### src/rtl/snake_game_tick.sv
// Game-logic side of the snake frame interface: on every drawn-frame end it latches a direction,
// steps the head one cell, checks walls and commits. Define SNAKE_WRAP_EN to wrap at the edges instead.
module snake_game_tick #(
    parameter int GRID_W     = 40,
    parameter int GRID_H     = 30,
    parameter int START_X    = 20,
    parameter int START_Y    = 15,
    parameter int PLAY_STAGE = 2
) (
    input  logic        clock,
    input  logic        reset,
    input  logic        isDrawing,
    input  logic [31:0] rstage,
    input  logic [1:0]  dirIn,
    output logic [5:0]  headX,
    output logic [5:0]  headY,
    output logic [1:0]  dir,
    output logic [15:0] tickCount,
    output logic        gameOver,
    output logic        updating
);

    typedef enum logic [2:0] {
        IDLE   = 3'd0,
        LATCH  = 3'd1,
        MOVE   = 3'd2,
        CHECK  = 3'd3,
        COMMIT = 3'd4
    } state_t;

    localparam logic [6:0]  GRID_W7    = 7'(GRID_W);
    localparam logic [6:0]  GRID_H7    = 7'(GRID_H);
    localparam logic [5:0]  START_X6   = 6'(START_X);
    localparam logic [5:0]  START_Y6   = 6'(START_Y);
    localparam logic [31:0] PLAY_STG32 = 32'(PLAY_STAGE);

    state_t      state_q, state_d;
    logic        is_drawing_q, is_drawing_d;
    logic [5:0]  head_x_q, head_x_d;
    logic [5:0]  head_y_q, head_y_d;
    logic [1:0]  dir_q, dir_d;
    logic [1:0]  next_dir_q, next_dir_d;
    logic [6:0]  cand_x_q, cand_x_d;
    logic [6:0]  cand_y_q, cand_y_d;
    logic        hit_wall_q, hit_wall_d;
    logic [15:0] tick_count_q, tick_count_d;
    logic        game_over_q, game_over_d;
    logic        updating_q, updating_d;
    logic        frame_end;
    logic [6:0]  step_x, step_y;

    assign frame_end = is_drawing_q & ~isDrawing;

    always_comb begin
        state_d      = state_q;
        is_drawing_d = isDrawing;
        head_x_d     = head_x_q;
        head_y_d     = head_y_q;
        dir_d        = dir_q;
        next_dir_d   = next_dir_q;
        cand_x_d     = cand_x_q;
        cand_y_d     = cand_y_q;
        hit_wall_d   = hit_wall_q;
        tick_count_d = tick_count_q;
        game_over_d  = game_over_q;
        step_x       = {1'b0, head_x_q};
        step_y       = {1'b0, head_y_q};

        case (state_q)
            IDLE: begin
                if (frame_end) begin
                    if (rstage == 32'd0) begin
                        head_x_d     = START_X6;
                        head_y_d     = START_Y6;
                        dir_d        = 2'd1;
                        tick_count_d = 16'd0;
                        game_over_d  = 1'b0;
                    end else if (rstage == PLAY_STG32 && !game_over_q) begin
                        state_d = LATCH;
                    end
                end
            end
            LATCH: begin
                // A request to turn straight back is treated as "keep going".
                next_dir_d = (dirIn == (dir_q ^ 2'd2)) ? dir_q : dirIn;
                state_d    = MOVE;
            end
            MOVE: begin
                // 7-bit arithmetic: stepping left/up from 0 yields 7'h7F, visible as negative.
                case (next_dir_q)
                    2'd0:    step_y = step_y - 7'd1;
                    2'd1:    step_x = step_x + 7'd1;
                    2'd2:    step_y = step_y + 7'd1;
                    default: step_x = step_x - 7'd1;
                endcase
`ifdef SNAKE_WRAP_EN
                if (step_x == 7'h7F)        step_x = GRID_W7 - 7'd1;
                else if (step_x == GRID_W7) step_x = 7'd0;
                if (step_y == 7'h7F)        step_y = GRID_H7 - 7'd1;
                else if (step_y == GRID_H7) step_y = 7'd0;
`endif
                cand_x_d = step_x;
                cand_y_d = step_y;
                state_d  = CHECK;
            end
            CHECK: begin
`ifdef SNAKE_WRAP_EN
                hit_wall_d = 1'b0;
`else
                hit_wall_d = cand_x_q[6] || (cand_x_q >= GRID_W7) ||
                             cand_y_q[6] || (cand_y_q >= GRID_H7);
`endif
                state_d = COMMIT;
            end
            COMMIT: begin
                if (hit_wall_q) begin
                    game_over_d = 1'b1;
                end else begin
                    head_x_d = cand_x_q[5:0];
                    head_y_d = cand_y_q[5:0];
                    dir_d    = next_dir_q;
                end
                if (tick_count_q != 16'hFFFF) tick_count_d = tick_count_q + 16'd1;
                state_d = IDLE;
            end
            default: state_d = IDLE;
        endcase

        updating_d = (state_d != IDLE);
    end

    always_ff @(posedge clock or posedge reset) begin
        if (reset) begin
            state_q      <= IDLE;
            is_drawing_q <= 1'b0;
            head_x_q     <= START_X6;
            head_y_q     <= START_Y6;
            dir_q        <= 2'd1;
            next_dir_q   <= 2'd1;
            cand_x_q     <= 7'd0;
            cand_y_q     <= 7'd0;
            hit_wall_q   <= 1'b0;
            tick_count_q <= 16'd0;
            game_over_q  <= 1'b0;
            updating_q   <= 1'b0;
        end else begin
            state_q      <= state_d;
            is_drawing_q <= is_drawing_d;
            head_x_q     <= head_x_d;
            head_y_q     <= head_y_d;
            dir_q        <= dir_d;
            next_dir_q   <= next_dir_d;
            cand_x_q     <= cand_x_d;
            cand_y_q     <= cand_y_d;
            hit_wall_q   <= hit_wall_d;
            tick_count_q <= tick_count_d;
            game_over_q  <= game_over_d;
            updating_q   <= updating_d;
        end
    end

    assign headX     = head_x_q;
    assign headY     = head_y_q;
    assign dir       = dir_q;
    assign tickCount = tick_count_q;
    assign gameOver  = game_over_q;
    assign updating  = updating_q;

endmodule

### config.mk
export PLATFORM = sky130hd
export DESIGN_NAME = snake_game_tick
export DESIGN_NICKNAME = d
export VERILOG_FILES = /design/src/rtl/snake_game_tick.sv
export SDC_FILE = /design/constraint.sdc
export NUM_CORES = 1
export LEC_CHECK = 0
export CAP_MARGIN = 20
export CELL_PAD_IN_SITES_DETAIL_PLACEMENT = 0
export CELL_PAD_IN_SITES_GLOBAL_PLACEMENT = 1
export CORE_MARGIN = 8
export CORE_UTILIZATION = 26
export CTS_CLUSTER_DIAMETER = 30
export CTS_CLUSTER_SIZE = 8
export DETAILED_ROUTE_END_ITERATION = 10
export PLACE_DENSITY_LB_ADDON = 0.05
export SLEW_MARGIN = 10
export SYNTH_ARGS = -nofsm -noshare
export SYNTH_HDL_FRONTEND = slang
export SYNTH_SLANG_ARGS = --single-unit
### constraint.sdc
create_clock -name clock -period 4.15 [get_ports clock]
set_input_delay 0.83 -clock clock [delete_from_list [all_inputs] [get_ports clock]]
set_output_delay 0.83 -clock clock [all_outputs]
set_load 0.01 [all_outputs]
Word level (Yosys, flattened, before mapping) --
Cells that the tools add are included.
Storage, ports and cells: logic and storage cells 77, flip-flop bits (word level) 53, bits of input ports 37, output and inout bits 32
Cells by class: reductions and logical operators 14, order comparisons 2, bitwise operators 3, multiplexer cells 27, add/sub/neg operators 5, eq/ne operators 14
Operator list (number):
- $mux W16 | 3
- $mux W6 | 6
- $eq A32 B2 Y1 const B | 1
- $logic_not A32 Y1 | 1
- $pmux W16 S2 | 1
- $pmux W7 S2 | 2
- $pmux W6 S2 | 2
- $add A16 B1 Y16 const B | 1
- $ne A16 B16 Y1 const B | 1
- $add A6 B1 Y7 const B | 2
- $sub A6 B1 Y7 const B | 2
- $pmux W3 S4 | 1
- $reduce_and A4 Y1 | 3
- $ne A2 B2 Y1 const B | 5
- $mux W3 | 3
- $mux W2 | 4
- $ge A7 B5 Y1 const B | 1
- $ge A7 B6 Y1 const B | 1
- $eq A3 B2 Y1 const B | 2
- $pmux W2 S2 | 1
- $eq A3 B1 Y1 const B | 1
- $eq A3 B3 Y1 const B | 1
- $logic_not A3 Y1 | 1
- $logic_or A1 B1 Y1 | 3
- 13 further kinds | 16

Depth between registers and ports, before layout --
Gate-level depths: netlist (run 1).
depth in word-level cells 7, mapped depth 10

Worst setup path after synthesis (run 1) --
No wires, ideal clock.
path kind input to register, start point input rstage[19], end point register tick_count_q[3], in the netlist tickCount[3], stages 5, data arrival time 2505 ps, setup slack 1525 ps, data required time 4030 ps, setup time 120 ps, buffers on the path 1, cells stage by stage or4_1 -> or4_4 -> or3_4 -> buf_6 -> a31o_1
On the way: longest elaborated chain between the ends 3
Ends and longest elaborated chain:
- start, declared | RTL line 13 | input logic [31:0] rstage,
- $logic_not A32 Y1 | RTL line 72 | if (rstage == 32'd0) begin
- $ne A2 B2 Y1 (no source line)
- $reduce_and A4 Y1 (no source line)
- end signal, assigned | RTL line 156 | tick_count_q <= tick_count_d;
- end, declared | RTL line 46 | logic [15:0] tick_count_q, tick_count_d;
No other way between the ends. A chain may end at the register's enable or synchronous reset.

Final worst setup path (run 1) --
start point input rstage[19], end point register tick_count_q[2], in the netlist tickCount[2]
Same word-level chain as after synthesis.

==> results of run 1 <==
## layout make-up
class	count	area share (%)
multi-input combinational	250	39.49
tap	143	4.486
timing repair buffer	74	18.29
clock buffer	8	3.670
sequential	53	33.50
inverter	6	0.5646
## logic make-up after synthesis
group,after synthesis,synth area share (%)
adder cells (fa/ha/maj),13,5.924
XOR/XNOR,17,4.964
buffers and inverters,21,2.920
multiplexers,5,1.669
AO/OA/AOI/OAI,80,16.77
flip-flops,53,44.56
AND/OR/NAND/NOR,135,23.20
## critical path, delay by kind of cell
kind            cells  cell delay [ps]
buf+inv             1              390
compound gates      1              330
simple gates        3             1480
## worst min path at each step
| stage | startpoint | endpoint | depth (start not counted) |
|---|---|---|---|
| floorplan | cand_x_q[0] | cand_x_q[0] | 2 |
| global placement | cand_x_q[0] | headX[0] | 2 |
| detailed placement | cand_y_q[6] | cand_y_q[6] | 2 |
| CTS | cand_x_q[0] | headX[0] | 2 |
| global route | cand_y_q[6] | cand_y_q[6] | 2 |
| finish | cand_y_q[6] | cand_y_q[6] | 2 |
## per-stage QoR
| stage | power (mW) | cell area, um^2 | instances |
|---|---|---|---|
| final | 1.128 | 3989 | 534 |
| after global routing | 1.189 | 3989 | 534 |
| after CTS | 1.151 | 3989 | 534 |
| after detailed placement | 0.7095 | 3842 | 526 |
| after global placement | 0.7085 | 3831 | 525 |
| after floorplan | 0.6373 | 2999 | 324 |
## cell usage in the layout, fill, tap and decap left out, types with 2 or more instances in the layout
cell type / instances
clkdlybuf4s50_1: 68
dfrtp_1: 45
nand2_1: 38
nor2_1: 27
o21ai_0: 25
a21oi_1: 18
nand3_1: 16
xnor2_1: 16
ha_1: 11
nor3b_1: 10
nor4_1: 9
nor3_1: 8
dfstp_2: 8
nand4_1: 7
or4_1: 6
and3_1: 5
inv_1: 5
a21o_1: 5
mux2i_1: 5
o211ai_1: 5
clkbuf_16: 5
buf_4: 5
o31ai_1: 4
a211oi_1: 4
o21bai_1: 4
a211o_1: 3
a31o_1: 2
a31oi_1: 2
o22ai_1: 2
a32oi_1: 2
fa_1: 2
clkbuf_1: 2
## synthesized netlist by cell type (7+ instances only)
cell | instances | area share, %
nor2_1 | 27 | 3.4
clkbuf_1 | 13 | 1.6
ha_1 | 11 | 4.6
nand3_1 | 16 | 2.7
o21ai_0 | 25 | 4.2
nor4_1 | 9 | 1.9
nand4_1 | 7 | 1.5
nor3_1 | 8 | 1.3
xnor2_1 | 16 | 4.7
nand2_1 | 38 | 4.8
dfstp_2 | 8 | 7.0
dfrtp_1 | 45 | 38
a21oi_1 | 18 | 3.0
nor3b_1 | 10 | 2.5
## power breakdown
group          internal (mW)  switching, mW
Combinational         0.0771         0.0643
Sequential             0.536         0.0199
Clock                  0.242          0.189
## flip-flops by register name, summed over array words and instances, names as in the netlist, 2 cells and up
register	cells
dir	2
headY	6
state_q	3
next_dir_q	2
headX	6
tickCount	16
cand_x_q	7
cand_y_q	7
## metal layers
| layer | wire length, um | share of wire (%) | GRT usage (%) | vias to the layer above |
|---|---|---|---|---|
| li1 | - | - | - | 1319 |
| met1 | 4263 | 47 | 16.35 | 1311 |
| met5 | 0 | 0 | 0 | - |
| met2 | 4394 | 48 | 20.95 | 55 |
| met4 | 71 | 0.78 | 2.558 | 0 |
| met3 | 430 | 4.7 | 3.516 | 6 |
==> reports/results.ini, run 1 <==
[pwr]
p_leak_nw = 1.538
power.density_nw_per_um2 = 282.8
vdd_drop_max_mv = 0.1764

[setup_path]
crit_path_max_incr_delay_ps = 530
crit_chain = clkdlybuf4s50_1 -> or4_1 -> or4_4 -> or3_4 -> a311o_1
ff2ff_path_depth = 8
rr_startpoint = next_dir_q[0]
crit_path_end = tickCount[2]
crit_start = rstage[19]
critPathKind = input pin to register
cp_slowest_cell = or4_1
reg2reg_to = cand_y_q[6]
crit_path_max_fanout = 11
setup.worst_path.start_class = input pin
required_ps = 4330
crit_path_end_kind = register
crit_arrival_ps = 3030
reg2reg_slack_ps = 1430

[detailed_routing]
initialDrtViolationCount = 116
vias_per_cell = 5.039
drt-total-wl_um = 9159
ant_nets = 0
wire_per_inst_um = 17.15
drc = 0
route.vias.total = 2691
first_pass_iters = 4

[placement]
post-place-ws_ps = 974.9
port_buffers = 68
gp_congestion = 0.7545
hpwlAfterDp_um = 6696

[final_layout]
diodes = 0
syn2layout_area_growth_pct = 33.00
fill_cells = 1185
multi_input_area_um2 = 1575
ff_latch_area_um2 = 1336
fin_util_pct = 35.23
drive_above_1_share_pct = 6.394
fin_nets = 440

[logic_synthesis]
syn-cell-area_um2 = 2999
yosysSeqAreaShare_pct = 44.56
yosys_warnings = 0
synthArstFlopShare_pct = 100.0
syn_area_per_cell_um2 = 9.257
syn_inst = 324
syn-num-nets = 374
ys_seq_elements = 53
ys.flop_type = dfrtp_1
ys_types = 45
synth_edf_count = 0

[clocking]
post_cts_buffers = 0
clk_pin_slew_ps = 70
clk_latency_ps = 290
cts-root-buf = clkbuf_16
clockBufferDepth = 2
cts_resized = 0
cts_buffers = 5
clock_sinks = 53
postCtsHoldBufs = 0
htreeDepth = 2
cts_tree = built

[grt]
track_usage_pct = 12.72
grt_pass1_vias = 2808
grt-ovfl-total = 0
grt_pass1_wl_um = 15190
grt_max_degree = 38
antenna_found_initial = 0

[timing]
rsz0062_at_grt = no
period_share_pct = 68.68
relSlewSlack_pct = 46.15
tightest_slew_ps = 806.5
whs_ps = 488.4
hold_viol = 0
setup_slack_ps = 1300
post-route-min-period_ps = 2850
slew_viol_final = 0
clock_skew_ps = 4.018
max_freq_ghz = 0.3509
setup_violations = 0
tns_ps = 0

[floorplanning]
ios = 69
fp.dieW_um = 123.4
die_h_um = 123.4
core-area_um2 = 11320
core.rowCount = 39
initial_core_util_pct = 26.49
die-area_um2 = 15230

[status]
outcome = finished, final reports clean

[worst_hold_path]
hold_path.class = register to register

[flow_run]
cap_violations = 0

No activity file was read; power rests on OpenSTA's default activity.
==> run 2, diff against run 1 <==
==> constraint.sdc (replaced) <==
create_clock -name clock -period 3 [get_ports clock]
set_input_delay 0.6 -clock clock [delete_from_list [all_inputs] [get_ports clock]]
set_output_delay 0.6 -clock clock [all_outputs]
set_load 0.01 [all_outputs]
==> reports/results.ini, run 2 (synthesis gave the netlist of run 1 again) <==
[clocking]
clk_pin_slew_ps = 70  ; about the same
clockBufferDepth = 2  ; unchanged
cts_tree = built
htreeDepth = 2  ; unchanged
post_cts_buffers = 0  ; unchanged
clock_sinks = 53  ; unchanged
postCtsHoldBufs = 0  ; unchanged
cts_buffers = 5  ; unchanged
cts_resized = 0  ; unchanged
clk_latency_ps = 290  ; about the same
cts-root-buf = clkbuf_16

[grt]
grt_pass1_wl_um = 15230  ; +0.28%
use_met1_pct = 15.74  ; -0.60 points
use_met2_pct = 22.03  ; +1.1 points
grt-ovfl-total = 0  ; unchanged
grt_pass1_vias = 2806  ; -0.071%
antenna_found_initial = 0  ; unchanged
grt_max_degree = 32  ; -16%
grt_busiest_layer = met2
track_usage_pct = 12.70  ; -0.020 points
met3_usage_pct = 3.242  ; -0.27 points

[setup_path]
cp_slowest_cell = or4_1
critPathKind = input pin to register
crit_chain = clkdlybuf4s50_1 -> or4_1 -> or4_4 -> or3_4 -> a311o_1
required_ps = 3170  ; -1160 ps
rr_startpoint = next_dir_q[1]
setup.worst_path.start_class = input pin
crit_path_end_kind = register
crit_arrival_ps = 2730  ; -300 ps
crit_path_max_fanout = 5  ; -6
crit_path_max_incr_delay_ps = 530  ; about the same
crit_start = rstage[19]

[detailed_routing]
initialDrtViolationCount = 73  ; -37%
drc = 0  ; unchanged
wire_per_inst_um = 17.20  ; +0.27%
route.vias.total = 2699  ; +0.30%
drt-total-wl_um = 9304  ; +1.6%
ant_nets = 0  ; unchanged
first_pass_iters = 4  ; unchanged
vias_per_cell = 4.989  ; -1.0%

[status]
outcome = finished, final reports clean

[floorplanning]
initial_core_util_pct = 26.49  ; unchanged
fp.dieW_um = 123.4  ; unchanged
die-area_um2 = 15230  ; unchanged
ios = 69  ; unchanged
die_h_um = 123.4  ; unchanged
core.rowCount = 39  ; unchanged
core-area_um2 = 11320  ; unchanged

[pwr]
p_int_mw = 1.186  ; +39%
combPwrFrac_pct = 13.0  ; +0.5 points
vdd_drop_max_mv = 0.2315  ; +31%
p_leak_nw = 1.575  ; +2.4%
switching_share_pct = 24.77  ; +0.55 points
clkPwrFrac_pct = 38.6  ; +0.4 points
power.density_nw_per_um2 = 388.8  ; +37%
switchingPower_mw = 0.3905  ; +43%
seqPwrFrac_pct = 48.5  ; -0.8 points

[timing]
period_share_pct = 85.26
max_freq_ghz = 0.3909
setup_violations = 0  ; unchanged
clock_skew_ps = 5.665  ; +1.647 ps
hold_viol = 0  ; unchanged
rsz0062_at_grt = no
post-route-min-period_ps = 2558
slew_viol_final = 0  ; unchanged
tns_ps = 0  ; unchanged
relSlewSlack_pct = 55.46  ; +9.3 points
tightest_slew_ps = 668.1  ; -138.4 ps

[flow_run]
cap_violations = 0  ; unchanged

[placement]
hpwlAfterDp_um = 6879  ; +2.7%
gp_congestion = 0.7237  ; -4.1%
placed_cells = 533  ; +1.3%
port_buffers = 68  ; unchanged

[final_layout]
ff_latch_area_um2 = 1336  ; unchanged
diodes = 0  ; unchanged
stdcell_count = 541  ; +1.3%
largest_reg_flops = 16  ; unchanged
drive_above_1_share_pct = 8.291  ; +1.9 points
multi_input_area_um2 = 1575  ; unchanged
layout_common_cells = clkdlybuf4s50_1 (68), dfrtp_1 (45), nand2_1 (38)
fill_cells = 1193  ; +0.68%
syn2layout_area_growth_pct = 35.17
final_common_cell = clkdlybuf4s50_1
fin_nets = 447  ; +1.6%

[worst_hold_path]
min_from = cand_x_q[6]
hold_path.class = register to register

## run 2: stage by stage
stage	area [um^2]	worst slack (ps)	util (%)	power [mW]	hold WS (ps)
floorplan	2999	441.6	-	0.8816	449.7
global placement	3904	142.9	34.48	0.9846	465.1
detailed placement	3904	123.7	34.48	0.9858	467.6
CTS	4054	430.0	35.81	1.600	484.6
global route	4054	330.0	35.81	1.653	502.4
finish	4054	442.1	35.81	1.576	479.1
## run 2: critical path, delay by kind of cell
family,cells,cell delay (ps)
and+or+nand+nor,3,1430
buffers and inverters,1,390
AOI/OAI and AO/OA,1,310
## run 2: area by class of cell
| type | count | share of cell area (%) |
|---|---|---|
| multi-input combinational | 250 | 38.86 |
| sequential | 53 | 32.96 |
| timing repair buffer | 81 | 19.51 |
| tap | 143 | 4.414 |
| clock buffer | 7 | 3.519 |
| inverter | 6 | 0.5556 |
| clock inverter | 1 | 0.1852 |
## run 2: path summary, 6_finish.rpt
kind | slack [ps] | end | depth (start not counted)
worst max-delay path | 440 | tickCount[2] | 5
max in group asynchronous | 1700 | headY[3] | 3
worst max register to register | 690 | cand_x_q[6] | 8
worst min-delay path | 480 | cand_x_q[6] | 2
worst min register to register | 480 | cand_x_q[6] | 2
min in group asynchronous | 670 | state_q[2] | 2
## run 2: power groups by stage
stage	clock network (mW)	registers (mW)	logic, mW
after floorplan	0	0.774	0.108
after CTS	0.627	0.765	0.209
final	0.608	0.764	0.204
after global placement	0	0.779	0.206
after global routing	0.655	0.769	0.228
after detailed placement	0	0.778	0.208
## run 2: metal layers
layer	up-vias	wire length, um
met2	45	4627
li1	1338	-
met1	1312	4169
met4	0	40
met5	-	0
met3	4	466
==> run 3, diff against run 2 <==
--- a/config.mk
+++ b/config.mk
@@ -11,7 +11,7 @@
 export CORE_MARGIN = 8
 export CORE_UTILIZATION = 26
 export CTS_CLUSTER_DIAMETER = 30
-export CTS_CLUSTER_SIZE = 8
+export CTS_CLUSTER_SIZE = 24
 export DETAILED_ROUTE_END_ITERATION = 10
 export PLACE_DENSITY_LB_ADDON = 0.05
 export SLEW_MARGIN = 10
==> results of run 3 <==
Final layout, timing and power as in run 2 (identical DEF).
